--- src/rtl/div_unit.sv ---
// Multi-cycle signed restoring divider: quotient to LO, remainder to HI.
// Truncates toward zero; remainder follows the dividend's sign.
module div_unit #(
  parameter int unsigned WIDTH = 32
) (
  input  logic             clk,
  input  logic             reset,
  input  logic             start,
  input  logic [WIDTH-1:0] dividend,
  input  logic [WIDTH-1:0] divisor,
  output logic [WIDTH-1:0] quotient,
  output logic [WIDTH-1:0] remainder,
  output logic             busy,
  output logic             done,
  output logic             div_by_zero
);

  localparam int unsigned CW = (WIDTH > 1) ? $clog2(WIDTH) : 1;
  localparam logic [CW-1:0] LAST = CW'(WIDTH - 1);

  typedef enum logic [1:0] {IDLE, CALC, FINISH} state_t;

  state_t           state, state_n;
  logic [CW-1:0]    counter;
  logic [WIDTH-1:0] rem_reg, quo_reg, div_mag, rem_n;
  logic [WIDTH:0]   shifted;
  logic             fits, sign_q, sign_r, err, div_zero;

  // Two's complement magnitude; the most negative value maps to itself as unsigned.
  function automatic logic [WIDTH-1:0] magnitude(input logic [WIDTH-1:0] v);
    return v[WIDTH-1] ? WIDTH'(-v) : v;
  endfunction

  assign div_zero = (divisor == '0);

  // One restoring step on the WIDTH+1 bit shifted partial remainder.
  always_comb begin
    shifted = {rem_reg, quo_reg[WIDTH-1]};
    fits    = (shifted >= {1'b0, div_mag});
    rem_n   = fits ? WIDTH'(shifted - {1'b0, div_mag}) : shifted[WIDTH-1:0];
  end

  always_ff @(posedge clk or posedge reset) begin
    if (reset) state <= IDLE;
    else       state <= state_n;
  end

  always_comb begin
    state_n = state;
    case (state)
      IDLE:    if (start) state_n = div_zero ? FINISH : CALC;
      CALC:    if (counter == LAST) state_n = FINISH;
      FINISH:  state_n = IDLE;
      default: state_n = IDLE;
    endcase
  end

  always_ff @(posedge clk or posedge reset) begin
    if (reset) begin
      counter     <= '0;
      rem_reg     <= '0;
      quo_reg     <= '0;
      div_mag     <= '0;
      sign_q      <= 1'b0;
      sign_r      <= 1'b0;
      err         <= 1'b0;
      quotient    <= '0;
      remainder   <= '0;
      busy        <= 1'b0;
      done        <= 1'b0;
      div_by_zero <= 1'b0;
    end else begin
      done        <= 1'b0;
      div_by_zero <= 1'b0;
      case (state)
        IDLE: begin
          if (start) begin
            err <= div_zero;
            if (!div_zero) begin
              quo_reg <= magnitude(dividend);
              div_mag <= magnitude(divisor);
              sign_q  <= dividend[WIDTH-1] ^ divisor[WIDTH-1];
              sign_r  <= dividend[WIDTH-1];
              rem_reg <= '0;
              counter <= '0;
              busy    <= 1'b1;
            end
          end
        end
        CALC: begin
          rem_reg <= rem_n;
          quo_reg <= {quo_reg[WIDTH-2:0], fits};
          counter <= counter + CW'(1);
        end
        FINISH: begin
          done <= 1'b1;
          busy <= 1'b0;
          // Divide-by-zero leaves the previous results visible.
          if (err) begin
            div_by_zero <= 1'b1;
          end else begin
            quotient  <= sign_q ? WIDTH'(-quo_reg) : quo_reg;
            remainder <= sign_r ? WIDTH'(-rem_reg) : rem_reg;
          end
        end
        default: ;
      endcase
    end
  end

endmodule

--- config.mk ---
export PLATFORM = sky130hd
export DESIGN_NAME = div_unit
export DESIGN_NICKNAME = d
export VERILOG_FILES = /design/src/rtl/div_unit.sv
export SDC_FILE = /design/constraint.sdc
export NUM_CORES = 1
export LEC_CHECK = 0
export ABC_AREA = 1
export CORE_UTILIZATION = 35
export DETAILED_ROUTE_END_ITERATION = 12
export GPL_TIMING_DRIVEN = 0
export PLACE_DENSITY = 0.61
export SKIP_CTS_REPAIR_TIMING = 1
export SLEW_MARGIN = 25
export SYNTH_ARGS = -nofsm -noshare
export SYNTH_HDL_FRONTEND = slang
export SYNTH_SLANG_ARGS = --single-unit
export TNS_END_PERCENT = 100
--- constraint.sdc ---
create_clock -name clk -period 14.3 [get_ports clk]
set_input_delay 2.145 -clock clk [delete_from_list [all_inputs] [get_ports clk]]
set_output_delay 2.145 -clock clk [all_outputs]
set_load 0.01 [all_outputs]
==> flow_summary.yaml, run 1 <==
yosys:
  synth_top_cell_by_area: "dfrtp_1"
  ys_types: 45
  yosys.area.top_type_share_pct: 33.2
  avgSynthCellArea_um2: 6.51
  yosysMostFrequentCell: "nand2_1"
  ys_ff_latch: 173
  yosysWarnings: 0
  async_reset_ff_share_pct: 100
  synth_area_leaders: "dfrtp_1 (33%), nand2_1 (19%), inv_1 (7.8%)"
  synth_top_flop_cell: "dfrtp_1"
  synth_edf_count: 0
  synthTopCellsByCount: "nand2_1 (668), inv_1 (271), nand3_1 (185)"
  synth_nets: 2109
  syn_area_um2: 13000
  yosysSeqAreaShare_pct: 33.2
  synthCells: 2003
finish:
  regArea_um2: 4330
  syn_to_final_growth_pct: 19.3
  num-fill-cells: 3890
  drive_gt1_share_pct: 4.71
  diodes: 0
  multiInputGateArea_um2: 7320
  nets: 2260
timing:
  finalHoldViolCount: 0
  fin_crit_ns: 4.18
  slew_viol_final: 0
  setup_viol: 0
  max_freq_mhz: 239
  finalSetupTns_ns: 0
  fin_skew_ns: 0.0172
  max_slew_margin_pct: 54.6
  worst_pin_slew_ns: 0.675
  hold-worst-slack_ns: 0.484
  post-route-period-util_pct: 29.3
  rsz0062_at_grt: "false"
setup_path:
  crit_path_max_incr_delay_ns: 0.40
  path_class: "in -> reg"
  reg2reg_depth: 16
  worstReg2RegEnd: "rem_reg[28]$_DFFE_PP0P_"
  worstPathMaxFanout: 10
  path_common_cell: "nand2_1"
  start_kind: "primary input"
  crit_path_end_kind: "register"
  crit_path_cell_trace: "clkdlybuf4s50_1, inv_1, ha_1, nand2_1, nor2_2, nand2_1, nor2_1, nor2_1, nand2_1, buf_4, buf_2, nand2_1, o21ai_0"
  r2r_setup_slack_ns: 11.56
  cp.arrival_ns: 4.51
  crit_required_ns: 14.62
  worst_path_max_delay_cell: "clkdlybuf4s50_1"
  reg2reg_from: "quo_reg[31]$_DFFE_PP0P_"
pwr:
  power.share.combinational_pct: 63.3
  p_seq_share_pct: 24.5
  p_sw_share_pct: 51.7
  clockPowerShare_pct: 12.2
  p_sw_uw: 2000
  vdd_drop_max_mv: 0.118
  powerDensity_nw_per_um2: 249
  internal-power_uw: 1870
  power_leakage_uw: 0.00780
min_path:
  hold_depth: 2
  min_path_type: "reg -> reg"
  hold_path_end: "quotient[22]$_DFFE_PP0P_"
  min_from: "quotient[22]$_DFFE_PP0P_"
floorplanning:
  die-area_um2: 38000
  die_x_um: 195
  rows: 70
  core_um2: 36600
  io_pins: 134
  initial_core_util_pct: 35.6
  dieHeight_um: 195
placement:
  dpl.hpwl_um: 34800
  place_congestion: 0.905
  io_buffers: 131
grt:
  global_route.usage.met1_pct: 33.1
  grt_overflow: 0
  grt_util_met3_pct: 2.19
  grt_pass1_wl_um: 67900
  grt_max_degree: 92
  grt_pass1_vias: 12600
  antenna_found_initial: 0
  gr-max-usage-layer: "met2"
  gr-usage-met2_pct: 36.0
  globalRouteTotalUtil_pct: 22.8
clocking:
  h-tree-depth: 4
  cts_tree: "done"
  max-clock-path-buffers: 2
  worstSkewPairLatency_ns: 0.45
  cts_root_buf: "clkbuf_16"
  cts_buffers: 17
  path_clk_slew_ns: 0.08
  cts_sinks: 173
detailed_routing:
  viasPerCell: 4.97
  vias: 13100
  drt_wl_total_um: 42500
  drc_errors: 0
  wl_per_cell_um: 16.1
  firstDrtPassIters: 5
  drtIter0Drc: 952
  ant_nets: 0
run_status:
  status: "finished, final reports clean"
job:
  cap_violations: 0
-- stage by stage --
stage / instances / utilization [%] / area, µm² / worst slack (ns) / power, µW
after floorplan: 2003 / - / 13000 / 7.47 / 2570
after global placement: 2602 / 40.8 / 14900 / 5.13 / 3350
after detailed placement: 2603 / 40.9 / 15000 / 9.65 / 3380
after CTS: 2635 / 42.5 / 15500 / 10.12 / 3870
after global routing: 2635 / 42.5 / 15500 / 9.94 / 4250
final: 2635 / 42.5 / 15500 / 10.12 / 3880
-- final cells by class --
| cell class | count | share of cell area, % |
|---|---|---|
| plain buffers | 62 | 2.12 |
| clock buffers | 18 | 2.76 |
| clock inverters | 14 | 1.01 |
| inverters | 279 | 6.80 |
| multi-input cells | 1489 | 47.1 |
| flip-flops and latches | 173 | 27.8 |
| well taps | 468 | 3.77 |
| repair buffers | 132 | 8.61 |
-- kinds of logic (layout without fill, tap and decap cells) --
| kind of cell | count (synthesis) | after routing | synth area share [%] |
|---|---|---|---|
| adder cells (fa/ha/maj) | 39 | 39 | 3.80 |
| buffers and inverters | 341 | 505 | 10.6 |
| AND/OR/NAND/NOR | 1140 | 1140 | 36.9 |
| AO/OA/AOI/OAI | 220 | 220 | 9.47 |
| XOR/XNOR | 90 | 90 | 6.05 |
| flip-flops | 173 | 173 | 33.2 |
-- worst max-delay path: cells and delay by family --
| kind | cells | cell delay, ns |
|---|---|---|
| buf+inv | 4 | 1.07 |
| simple gates | 7 | 0.94 |
| fa+ha+maj | 1 | 0.19 |
| compound gates | 1 | 0.16 |
-- cells in the final DEF, fill, tap and decap left out, drive strengths merged, types with 3 or more instances in the layout --
cell	count
a21oi	41
a22oi	6
a31oi	4
and2	3
buf	32
clkbuf	49
clkdlybuf4s50	131
clkinv	5
clkinvlp	3
dfrtp	173
ha	38
inv	284
nand2	678
nand3	187
nand3b	11
nand4	31
nor2	195
nor3	24
nor4	4
o211ai	20
o21ai	128
o21bai	5
o221ai	3
o22ai	4
o31ai	4
or2	7
xnor2	22
xor2	68
-- power by group through the flow --
stage	clock [µW]	sequential, µW	combinational [µW]
3_3_place_gp	0	943	2410
4_1_cts	484	942	2450
5_1_grt	501	978	2770
3_5_place_dp	0	951	2430
6_report	474	949	2460
2_1_floorplan	0	904	1660
-- worst max path at each step --
stage,slack (ns),depth (start not counted),end,start
after CTS,10.12,13,sign_r$_DFFE_PP0P_,divisor[0]
after global placement,5.13,2,div_mag[0]$_DFFE_PP0P_,reset
after global routing,9.94,13,sign_r$_DFFE_PP0P_,divisor[0]
after floorplan,7.47,1,busy$_DFFE_PP0P_,reset
after detailed placement,9.65,13,sign_r$_DFFE_PP0P_,divisor[0]
final,10.12,13,sign_r$_DFFE_PP0P_,divisor[0]
-- metal layers --
metal  wire length [µm]  up-vias  share of wire (%)
li1                   -     6659                  -
met1              21300     6009                 50
met2              18500      374                 44
met3               1970       48                4.6
met4                754        0                1.8
met5                  0        -                  0
Power figures use the tool's default switching activity.
==> inputs of run 2 (changes only) <==
Clock period 14.3 ns to 4 ns, I/O delays scaled along.
==> run 2 against run 1 <==
- count of clock-buffer cells in the layout is the same
- via count grew 0.19%
- cell area grew 0.56%
- final cell count grew 0.15%
- first-iteration DRC count grew 11%
- critical path depth grew 3
- clock skew shrank 0.0029 ns
- sequential share of layout area shrank 0.15 points
==> flow_summary.yaml, run 2 (synthesized netlist as in run 1, its figures left out) <==
grt:
  grt_max_degree: 33
  grt_overflow: 0
  global_route.usage.met1_pct: 32.8
  grt_util_met3_pct: 3.28
  globalRouteTotalUtil_pct: 22.7
  antenna_found_initial: 0
  gr-max-usage-layer: "met2"
  grt_pass1_wl_um: 67700
  grt_pass1_vias: 12700
  gr-usage-met2_pct: 35.1
setup_path:
  crit_path_end_kind: "register"
  crit_required_ns: 4.34
  cp.arrival_ns: 3.09
  path_buf_inv: 2
  critPathTopFamily: "simple AND/OR/NAND/NOR gates"
  crit_path_cell_trace: "inv_1, ha_1, inv_1, fa_1, nand3_1, nand3_1, nand2_1, nand2_1, nand2_1, nand2_1, nand2_1, nand2_1, nand2_1, nand3_1, nand2_1, nand2_1"
  path_class: "reg -> reg"
  start_kind: "register"
  path_common_cell: "nand2_1"
  worstPathMaxFanout: 4
  worst_path_max_delay_cell: "fa_1"
  crit_path_max_incr_delay_ns: 0.44
timing:
  setup_viol: 0
  max_slew_margin_pct: 56.5
  max_freq_mhz: 364
  fin_skew_ns: 0.0143
  worst_pin_slew_ns: 0.652
  post-route-period-util_pct: 68.7
  finalHoldViolCount: 0
  rsz0062_at_grt: "false"
  finalSetupTns_ns: 0
  slew_viol_final: 0
  fin_crit_ns: 2.75
run_status:
  status: "finished, final reports clean"
finish:
  drive_gt1_share_pct: 4.93
  diodes: 0
  multiInputGateArea_um2: 7320
  final_cell_mix: "nand2_1 (668), inv_1 (270), nand3_1 (185)"
  final_cells: 2639
  num-fill-cells: 3867
  syn_to_final_growth_pct: 20.0
  layout_commonest_cell: "nand2_1"
  nets: 2265
  regArea_um2: 4330
job:
  cap_violations: 0
floorplanning:
  io_pins: 134
  initial_core_util_pct: 35.6
  rows: 70
  die_x_um: 195
  die-area_um2: 38000
  core_um2: 36600
  dieHeight_um: 195
detailed_routing:
  wl_per_cell_um: 16.0
  vias: 13100
  firstDrtPassIters: 5
  ant_nets: 0
  viasPerCell: 4.97
  drc_errors: 0
  drt_wl_total_um: 42200
  drtIter0Drc: 1061
placement:
  dpl.hpwl_um: 34800
  io_buffers: 131
  placed_cells: 2608
  place_congestion: 0.907
min_path:
  min_path_type: "reg -> reg"
clocking:
  cts_sinks: 173
  h-tree-depth: 4
  path_clk_slew_ns: 0.07
  max-clock-path-buffers: 2
  worstSkewPairLatency_ns: 0.45
  cts_buffers: 17
  cts_tree: "done"
  cts_root_buf: "clkbuf_16"
pwr:
  vdd_drop_max_mv: 0.362
  powerDensity_nw_per_um2: 884
  power_leakage_uw: 0.00784
run 2: cell types whose count changed in the layout (fill, tap and decap cells not counted), sizes merged:
cell | previous run | this run
inv | 284 | 280
buf | 32 | 37
clkinvlp | 3 | 2
clkinv | 5 | 9
run 2: routing by layer:
layer | vias to the layer above | routed length (µm)
met4 | 0 | 850
met2 | 384 | 18300
met1 | 6010 | 20500
met3 | 49 | 2470
li1 | 6672 | -
met5 | - | 0
run 2: cell type report:
| type | instances | share of cell area [%] |
|---|---|---|
| multi-input cells | 1489 | 46.8 |
| flip-flops and latches | 173 | 27.7 |
| repair buffers | 137 | 9.20 |
| inverters | 279 | 6.74 |
| well taps | 468 | 3.75 |
| clock buffers | 18 | 2.81 |
| plain buffers | 62 | 2.11 |
| clock inverters | 13 | 0.872 |
run 2: path summary, 6_finish.rpt:
| check | from | to | slack, ns | depth (start not counted) |
|---|---|---|---|---|
| min reg2reg | remainder[25]$_DFFE_PP0P_ | remainder[25]$_DFFE_PP0P_ | 0.48 | 2 |
| max reg2reg | quo_reg[31]$_DFFE_PP0P_ | rem_reg[28]$_DFFE_PP0P_ | 1.25 | 16 |
| max in group asynchronous | reset | rem_reg[7]$_DFFE_PP0P_ | 2.58 | 5 |
| min in group asynchronous | reset | quotient[10]$_DFFE_PP0P_ | 0.53 | 2 |
| min | remainder[25]$_DFFE_PP0P_ | remainder[25]$_DFFE_PP0P_ | 0.48 | 2 |
| max | quo_reg[31]$_DFFE_PP0P_ | rem_reg[28]$_DFFE_PP0P_ | 1.25 | 16 |
run 2: where the power goes:
| group | switching, µW | internal [µW] |
|---|---|---|
| registers | 833 | 2560 |
| logic | 5500 | 3270 |
| clock network | 788 | 887 |
run 2: worst min-delay path, stage by stage (launching register included):
cell	delay, ns
dfrtp_1	0.35
nand2_1	0.05
nand2_1	0.05
run 2: stage by stage:
stage / instance area [µm²] / power (µW) / setup WS, ns / util [%] / hold WS, ns
after floorplan: 13000 / 9180 / 1.19 / - / 0.448
after global placement: 14900 / 11900 / -0.260 / 40.8 / 0.461
after detailed placement: 15100 / 12100 / 0.960 / 41.1 / 0.468
after CTS: 15600 / 13800 / 1.28 / 42.7 / 0.487
after global routing: 15600 / 15200 / 1.04 / 42.7 / 0.508
final: 15600 / 13800 / 1.25 / 42.7 / 0.482
